### src/rtl/serial_add_sub_unit.sv
// Bit-serial WIDTH-bit adder/subtractor: one full-adder slice (two half adders + OR)
// fed by operand shift registers and a carry flop. Define OVF_FLAG_EN to add overflow_o.

module half_adder (
   input  logic i_a,
   input  logic i_b,
   output logic o_s,
   output logic o_c
);
   assign o_s = i_a ^ i_b;
   assign o_c = i_a & i_b;
endmodule

module serial_add_sub_unit #(
   parameter int WIDTH = 4
) (
   input  logic             clk_i,
   input  logic             rst_n_i,
   input  logic             start_i,
   output logic             ready_o,
   input  logic [WIDTH-1:0] a_i,
   input  logic [WIDTH-1:0] b_i,
   input  logic             sub_i,
   output logic [WIDTH-1:0] sum_o,
   output logic             carry_o,
   output logic             valid_o,
   input  logic             result_ready_i
`ifdef OVF_FLAG_EN
   ,
   output logic             overflow_o
`endif
);
   localparam int CW = (WIDTH > 2) ? $clog2(WIDTH) : 1;

   typedef enum logic [1:0] {S_IDLE, S_SHIFT, S_DONE} state_t;

   state_t           r_state;
   state_t           w_state_next;
   logic [WIDTH-1:0] r_a;
   logic [WIDTH-1:0] r_b;
   logic [WIDTH-2:0] r_res;
   logic [WIDTH-1:0] r_sum;
   logic             r_c;
   logic             r_carry;
   logic [CW-1:0]    r_cnt;

   logic             w_accept;
   logic             w_last;
   logic             w_s1;
   logic             w_c1;
   logic             w_s;
   logic             w_c2;
   logic             w_cout;
   logic [WIDTH-1:0] w_res_next;

   half_adder u_ha0 (.i_a(r_a[0]), .i_b(r_b[0]), .o_s(w_s1), .o_c(w_c1));
   half_adder u_ha1 (.i_a(w_s1),   .i_b(r_c),    .o_s(w_s),  .o_c(w_c2));

   assign w_cout     = w_c1 | w_c2;
   assign w_last     = (r_cnt == CW'(WIDTH - 1));
   assign w_res_next = {w_s, r_res};
   assign w_accept   = start_i & ready_o;

   always_ff @(posedge clk_i) begin
      if (!rst_n_i) r_state <= S_IDLE;
      else          r_state <= w_state_next;
   end

   always_comb begin
      w_state_next = r_state;
      case (r_state)
         S_IDLE:  if (start_i) w_state_next = S_SHIFT;
         S_SHIFT: if (w_last) w_state_next = S_DONE;
         S_DONE:  if (result_ready_i) w_state_next = start_i ? S_SHIFT : S_IDLE;
         default: w_state_next = S_IDLE;
      endcase
   end

   always_comb begin
      ready_o = (r_state == S_IDLE) | ((r_state == S_DONE) & result_ready_i);
      valid_o = (r_state == S_DONE);
   end

`ifdef OVF_FLAG_EN
   logic r_ovf;
   assign overflow_o = r_ovf;
`endif

   // Result bits collect in r_res; the visible outputs update only on the final bit.
   always_ff @(posedge clk_i) begin
      if (!rst_n_i) begin
         r_a     <= '0;
         r_b     <= '0;
         r_c     <= 1'b0;
         r_cnt   <= '0;
         r_res   <= '0;
         r_sum   <= '0;
         r_carry <= 1'b0;
`ifdef OVF_FLAG_EN
         r_ovf   <= 1'b0;
`endif
      end else if (w_accept) begin
         r_a   <= a_i;
         r_b   <= b_i ^ {WIDTH{sub_i}};
         r_c   <= sub_i;
         r_cnt <= '0;
      end else if (r_state == S_SHIFT) begin
         r_a   <= r_a >> 1;
         r_b   <= r_b >> 1;
         r_c   <= w_cout;
         r_res <= w_res_next[WIDTH-1:1];
         r_cnt <= r_cnt + CW'(1);
         if (w_last) begin
            r_sum   <= w_res_next;
            r_carry <= w_cout;
`ifdef OVF_FLAG_EN
            r_ovf   <= r_c ^ w_cout;
`endif
         end
      end
   end

   assign sum_o   = r_sum;
   assign carry_o = r_carry;

endmodule

### config.mk
export PLATFORM = sky130hd
export DESIGN_NAME = serial_add_sub_unit
export DESIGN_NICKNAME = d
export VERILOG_FILES = /design/src/rtl/serial_add_sub_unit.sv
export SDC_FILE = /design/constraint.sdc
export NUM_CORES = 1
export LEC_CHECK = 0
export ABC_AREA = 1
export CAP_MARGIN = 15
export CORE_MARGIN = 2
export CORE_UTILIZATION = 35
export DETAILED_ROUTE_END_ITERATION = 10
export PLACE_DENSITY = 0.66
export SLEW_MARGIN = 10
export SYNTH_ARGS = -nofsm -noshare
export SYNTH_HDL_FRONTEND = slang
export SYNTH_SLANG_ARGS = --single-unit
### constraint.sdc
create_clock -name clk_i -period 2.3 [get_ports clk_i]
set_input_delay 0.575 -clock clk_i [delete_from_list [all_inputs] [get_ports clk_i]]
set_output_delay 0.575 -clock clk_i [all_outputs]
set_load 0.02 [all_outputs]
* After elaboration in Yosys (flattened, before gate mapping)
Index checks and enable logic that the tools add are counted.
Operators by class: bitwise gates (word level) 11, muxes and demuxes 11, eq/ne operators 6, reductions and logical operators 6, add/subtract/negate cells 1
Operators by type and width (number):
- 4-bit 2-to-1 mux | 4
- 2-bit 2-to-1 mux | 3
- 2-bit case mux with 3 select lines | 1
- 3-bit AND reduction | 2
- 1-bit AND | 4
- 2-bit equality test, second input constant | 2
- 2-bit != test, second input constant | 2
- 4-bit XOR | 1
- 1-bit 2-to-1 mux | 3
- 2-bit by 1-bit adder with 2-bit output, second input constant | 1
- 2-bit by 1-bit equality test with 1-bit output, second input constant | 1
- 2-bit zero test | 1
- 2-bit by 1-bit != test with 1-bit output, second input constant | 1
- 1-bit inverter | 2
- 1-bit bitwise OR | 2
- 2-bit AND reduction | 1
- 2-bit nonzero test | 1
- 2-bit OR reduction | 1
- 1-bit XOR | 2
Storage, ports and cells: register bits after elaboration 21, input bits 13, logic and storage cells 43, output and inout port bits 7

* Longest topological paths before layout
Gate-level depths: netlist of the first run.
depth after elaboration 6, gate-level depth with buffers 7, mapped depth without buffers 6

* Cells and area by module
Synthesis of the first run repeated with hierarchy kept, for this count alone.
Second synthesis, totals: cells, all modules 144, area, all modules 1001.0 um2
Modules (own cells, without submodules):
- serial_add_sub_unit | times used 1, area an instance 975.9 um2, cells each 142, sequential area each 420.4 um2
- half_adder | times used 2, area an instance 12.5 um2, cells each 1, sequential area each 0.0 um2

* Least setup slack after synthesis of the first run
OpenSTA, ideal clock, no wires.
path type input to output, start point input result_ready_i, end point output ready_o, path buffers 0, cell stages on the path 2, setup slack 844 ps, arrival 881 ps, data required time 1725 ps, cell sequence nor2_2 > nor2_1
On the way: word-level cells in the longest chain between the ends 2
RTL lines:
- from (decl) | RTL line 27 | input logic result_ready_i
- 1-bit AND | RTL line 80 | ready_o = (r_state == S_IDLE) | ((r_state == S_DONE) & result_ready_i);
- 1-bit bitwise OR | RTL line 80
- to (decl) | RTL line 20 | output logic ready_o,
No other way between the ends.

* Final worst setup path of the first run
start point register r_state[1], end point output valid_o
On the way: word-level cells in the longest chain between the ends 1
RTL lines:
- from (decl) | RTL line 37 | state_t r_state;
- from (signal assigned) | RTL line 66 | else r_state <= w_state_next;
- 2-bit equality test | RTL line 81 | valid_o = (r_state == S_DONE);
- to (decl) | RTL line 26 | output logic valid_o,
No other way between the ends.

==> results of run 1 <==
[what timing repair did]
action                                  in CTS  in global routing
endpoints found under the setup margin       1                  0
hold buffers                                 0                  0
resized for setup                            1                  0
[cell usage in the layout, fill, tap and decap left out, types with 3 or more instances in the layout]
cell             netlist  layout
o21ai_0                8       8
inv_2                  3       3
dfxtp_1               21      21
nor2_1                20      20
nand2_1               39      39
a21oi_1               11      11
clkbuf_4               0       3
inv_1                  9       9
clkdlybuf4s50_1        0      18
nand3_1                9       9
[final cells by class]
| class | count | area, um^2 |
|---|---|---|
| clock buffers | 3 | 22.5 |
| inverters | 12 | 45.0 |
| repair buffers | 20 | 196 |
| clock inverters | 1 | 5.00 |
| fillers | 287 | 1520 |
| multi-input cells | 100 | 483 |
| flip-flops and latches | 21 | 420 |
| well taps | 31 | 38.8 |
[per-stage QoR]
| stage | total power, W | utilization, % |
|---|---|---|
| finish | 0.000695 | 44.3 |
| floorplan | 0.000495 | - |
| detailed placement | 0.000529 | 43.3 |
| global placement | 0.000527 | 43.3 |
| CTS | 0.000704 | 44.3 |
| global route | 0.000741 | 44.3 |
[worst max-delay path, stage by stage, from the launching register on]
cell	delay (ns)
dfxtp_1	0.43
inv_2	0.08
nor2_1	0.13
clkdlybuf4s50_1	0.63
[registers in the layout, indices dropped and copies added, names as in the netlist]
name     cells
r_a          4
r_cnt        2
r_c          1
carry_o      1
r_res        3
sum_o        4
r_state      2
r_b          4
[metal layers]
layer,vias up,global-route usage [%],wire (um)
met5,-,0,0
met4,0,2.99,0
met3,0,2.72,91
met2,17,19.5,803
met1,379,15.4,920
li1,470,-,-
[worst min path at each step]
stage	endpoint
after floorplan	r_res[0]
after global placement	r_a[3]
after detailed placement	r_a[3]
after CTS	r_a[3]
after global routing	r_a[3]
final	r_a[3]
[power breakdown]
part,internal [W],switching (W),total [W]
clock network,0.0000647,0.000111,0.000176
registers,0.000386,0.0000145,0.000400
logic,0.0000538,0.0000657,0.000120
total,0.000504,0.000191,0.000695
[cell families (layout without fill, tap and decap cells)]
family                     Yosys count  after routing
adders and majority gates            2              2
DFF                                 21             21
and+or+nand+nor                     74             74
xor gates and xnor gates             4              4
AOI/OAI and AO/OA                   20             20
buffers and inverters               18             36
==> impl_metrics.yaml, run 1 <==
outcome:
  status: "finished, final reports clean"
floorplanning:
  rows: 19
  fp.dieH_um: 57.4
  die_area_um2: 3290
  core_area_um2: 2730
  die_x_um: 57.4
  start_util_pct: 36.5
  io_pins: 20
sta:
  setup_viol: 0
  grt_setup_unrepaired: "no"
  hold_viol: 0
  slew-limit-headroom_pct: 70.6
  fin_crit_ns: 2.14
  tightest_slew_ns: 0.440
  worst_clock_skew_ns: 0.00432
  hold_ws_ns: 0.490
  fmax_ghz: 0.467
  fin_tns_setup_ns: 0
  fin_crit_sh_pct: 93.1
  setup_ws_ns: 0.159
  drv_slew: 0
final_layout:
  num-nets-final: 173
  drive_above_1_share_pct: 8.92
  synthToLayoutAreaGrowth_pct: 21.5
  final_cells: 188
  stdcell_area_um2: 1210
  antennaDiodeCount: 0
logic_synthesis:
  synthArstFlopShare_pct: 0
  syn_avg_cell_area_um2: 7.17
  synth-adder-area-share_pct: 3.26
  synth_xor_area_share_pct: 3.51
  muxShareOfSynthArea_pct: 0
  yosysSeqAreaShare_pct: 42.2
  syn_area_um2: 997
  synth_edf_count: 0
  yosysMostFrequentCell: "nand2_1"
  synth.top_cells.by_area: "dfxtp_1 (42%), nand2_1 (15%), nor2_1 (7.5%)"
  synth.distinct_cells: 20
  synth-seq-cells: 21
  synth.largest_area_cell: "dfxtp_1"
  yosys.area_share.simple_pct: 30.9
  ys_warn_count: 0
  synth_top_family_by_area: "simple AND/OR/NAND/NOR gates"
  syn_inst: 139
  synth_top_area_share_pct: 42.2
  synth_ff_type: "dfxtp_1"
  yosys-top-cells-count: "nand2_1 (39), dfxtp_1 (21), nor2_1 (20), a21oi_1 (11)"
  synth_compound_area_share_pct: 10.8
  synth_nets: 154
critical_path:
  cp-endpoint: "valid_o"
  worstRegToRegCells: 5
  worstSetupStartpointType: "flip-flop"
  critPathKind: "flip-flop to output port"
  arrival_ns: 1.57
  crit_start: "r_state[1]"
  cp.required_ns: 1.73
  r2r_slack_ns: 1.02
  worst-path-max-fanout: 3
  rr_endpoint: "sum_o[1]"
  reg2reg_from: "r_state[0]"
  end_kind: "output port"
power_and_ir_drop:
  peakVddDrop_uv: 287
  leakage_nw: 0.534
  power_density_nw_per_um2: 574
clocking:
  worstSkewPairLatency_ns: 0.30
  cts.reportedPaths.clkPinSlew_ns: 0.12
  cts_tree: "done"
  cts-root-buf: "clkbuf_4"
  cts_buffers: 3
  h-tree-depth: 1
  cts.sinks: 21
  postCtsSetupBuffers: 0
  cts_buffer_depth: 2
placement:
  hpwl_um: 1280
  gp_congestion: 0.789
  placed_cells: 184
  place_ws_ns: -0.0995
  portBuffers: 19
  place_area_um2: 1180
global_routing:
  track_usage_pct: 11.7
  grt-ovfl-total: 0
  antenna_found_initial: 0
  grt_pass1_wl_um: 3060
  grt_pass1_vias: 719
  grt_max_degree: 18
route:
  wl_per_cell_um: 9.65
  postRouteAntennaNets: 0
  drc: 0
  wl_um: 1820
  drt_first_iter_violations: 15
  firstDrtPassIters: 4
  vias: 866
  vias_per_cell: 4.61
run:
  drv_cap: 0
hold_path:
  hold_start: "r_a[3]"
  hp-class: "flip-flop to flip-flop"
  min_path_cells: 2
No activity file was read; power rests on OpenSTA's default activity.
==> inputs of run 2 (changes only) <==
--- a/config.mk
+++ b/config.mk
@@ -8,10 +8,11 @@
 export ABC_AREA = 1
 export CAP_MARGIN = 15
 export CORE_MARGIN = 2
-export CORE_UTILIZATION = 35
+export CORE_UTILIZATION = 53
 export DETAILED_ROUTE_END_ITERATION = 10
-export PLACE_DENSITY = 0.66
+export PLACE_DENSITY = 0.9
 export SLEW_MARGIN = 10
 export SYNTH_ARGS = -nofsm -noshare
 export SYNTH_HDL_FRONTEND = slang
 export SYNTH_SLANG_ARGS = --single-unit
+export TNS_END_PERCENT = 5
==> run 2 against run 1 <==
  * Clock power is 3% higher
  * Maximum frequency is 0.25% higher
  * Total power is 1.3% higher
  * Via count is 6.6% higher
  * Wire length is 3.6% higher
  * Clock-buffer cell count stayed put
  * Sequential share of layout area is 0.22 points higher
  * Die area is 32% lower
  * Register-to-register slack worse by 0.04 ns
  * Final cell count is 3.2% lower
  * Largest power group unchanged
  * Highest routed layer is now met4
==> impl_metrics.yaml, run 2 (same netlist as run 1, synthesis figures left out) <==
sta:
  slew-limit-headroom_pct: 71.0
  worst_clock_skew_ns: 0.00127
  grt_setup_unrepaired: "no"
  fin_crit_ns: 2.14
  fin_crit_sh_pct: 92.8
  drv_slew: 0
  tightest_slew_ns: 0.435
  hold_viol: 0
  setup_viol: 0
  fmax_ghz: 0.468
  setup_ws_ns: 0.164
final_layout:
  layout_commonest_cell: "nand2_1"
  stdcell_area_um2: 1200
  synthToLayoutAreaGrowth_pct: 20.7
  fillers: 161
  final_cells: 182
  drive_above_1_share_pct: 8.92
  num-nets-final: 173
  utilization_pct: 69.0
  antennaDiodeCount: 0
  final_cell_mix: "nand2_1 (39), dfxtp_1 (21), nor2_1 (20)"
hold_path:
  hp-class: "flip-flop to flip-flop"
clocking:
  worstSkewPairLatency_ns: 0.31
  cts_buffers: 3
  cts-root-buf: "clkbuf_4"
  cts.sinks: 21
  cts_tree: "done"
  cts.reportedPaths.clkPinSlew_ns: 0.12
  cts_buffer_depth: 2
  hold_buffers: 0
  h-tree-depth: 1
route:
  vias_per_cell: 5.07
  maxUsedRoutingLayer: "met4"
  postRouteAntennaNets: 0
  vias: 923
  met2_length_um: 956
  firstDrtPassIters: 4
  wl_um: 1880
  drc: 0
  wl_per_cell_um: 10.3
  drt_first_iter_violations: 23
  wl_met3_um: 86
  met1_length_um: 810
placement:
  hpwl_um: 1350
  place_area_um2: 1180
  placed_cells: 178
  gp_congestion: 0.755
  place_ws_ns: -0.0991
  portBuffers: 19
power_and_ir_drop:
  p_int_w: 0.000505
  power_density_nw_per_um2: 585
  combPwrFrac_pct: 17.3
  power.share.sequential_pct: 56.9
  p_clk_share_pct: 25.9
  p_sw_w: 0.000199
  peakVddDrop_uv: 409
  switching_share_pct: 28.3
  leakage_nw: 0.534
  finalPower_w: 0.000704
global_routing:
  grt_max_degree: 18
  track_usage_pct: 19.7
  grt-ovfl-total: 0
  grt_pass1_vias: 757
  antenna_found_initial: 0
  grt_pass1_wl_um: 3110
run:
  drv_cap: 0
critical_path:
  worst-path-max-fanout: 3
  worstSetupStartpointType: "flip-flop"
  cp.required_ns: 1.73
  arrival_ns: 1.56
  critPathKind: "flip-flop to output port"
  end_kind: "output port"
floorplanning:
  io_pins: 20
  die_area_um2: 2240
  die_x_um: 47.4
  rows: 15
  start_util_pct: 57.1
  core_area_um2: 1750
  fp.dieH_um: 47.4
outcome:
  status: "finished, final reports clean"
## run 2: path summary, 6_finish.rpt
kind / start / to / slack (ns) / cells past startpoint
hold / removal: r_b[3] / r_b[3] / 0.49 / 2
setup reg to reg: r_state[0] / sum_o[1] / 0.98 / 5
hold reg to reg: r_b[3] / r_b[3] / 0.49 / 2
setup / recovery: r_state[1] / valid_o / 0.16 / 3
## run 2: area by class of cell
type / count / area, um^2 / area share (%)
multi-input cells: 100 / 483 / 40.1
flip-flops and latches: 21 / 420 / 34.9
inverters: 12 / 45.0 / 3.74
well taps: 25 / 31.3 / 2.60
repair buffers: 20 / 196 / 16.3
clock buffers: 3 / 22.5 / 1.87
clock inverters: 1 / 5.00 / 0.416
## run 2: repair_timing
item                                    in CTS  in global routing
buffers inserted                             0                  0
endpoints found under the setup margin       1                  0
resized for setup                            1                  0
## run 2: power groups by stage
stage               Sequential [W]  Combinational [W]  Clock, W
global placement          0.000407           0.000117         0
global route              0.000404           0.000136  0.000196
CTS                       0.000400           0.000121  0.000184
floorplan                 0.000405          0.0000897         0
detailed placement        0.000409           0.000122         0
finish                    0.000400           0.000122  0.000182
## run 2: through the flow
step / hold slack, ns / setup TNS (ns)
2_1_floorplan: 0.455 / 0
3_3_place_gp: 0.467 / -0.0614
3_5_place_dp: 0.480 / -0.0991
4_1_cts: 0.497 / 0
5_1_grt: 0.519 / 0
6_report: 0.492 / 0
## run 2: worst max-delay path, cell delays in order, from the launching register on
cell and delay, ns:
dfxtp_1 0.43, inv_2 0.08, nor2_1 0.12, clkdlybuf4s50_1 0.62
## run 2: layer usage
layer	track usage, %	vias to the layer above
li1	-	473
met5	0	-
met3	3.46	4
met1	23.2	422
met2	34.6	24
met4	8.33	0
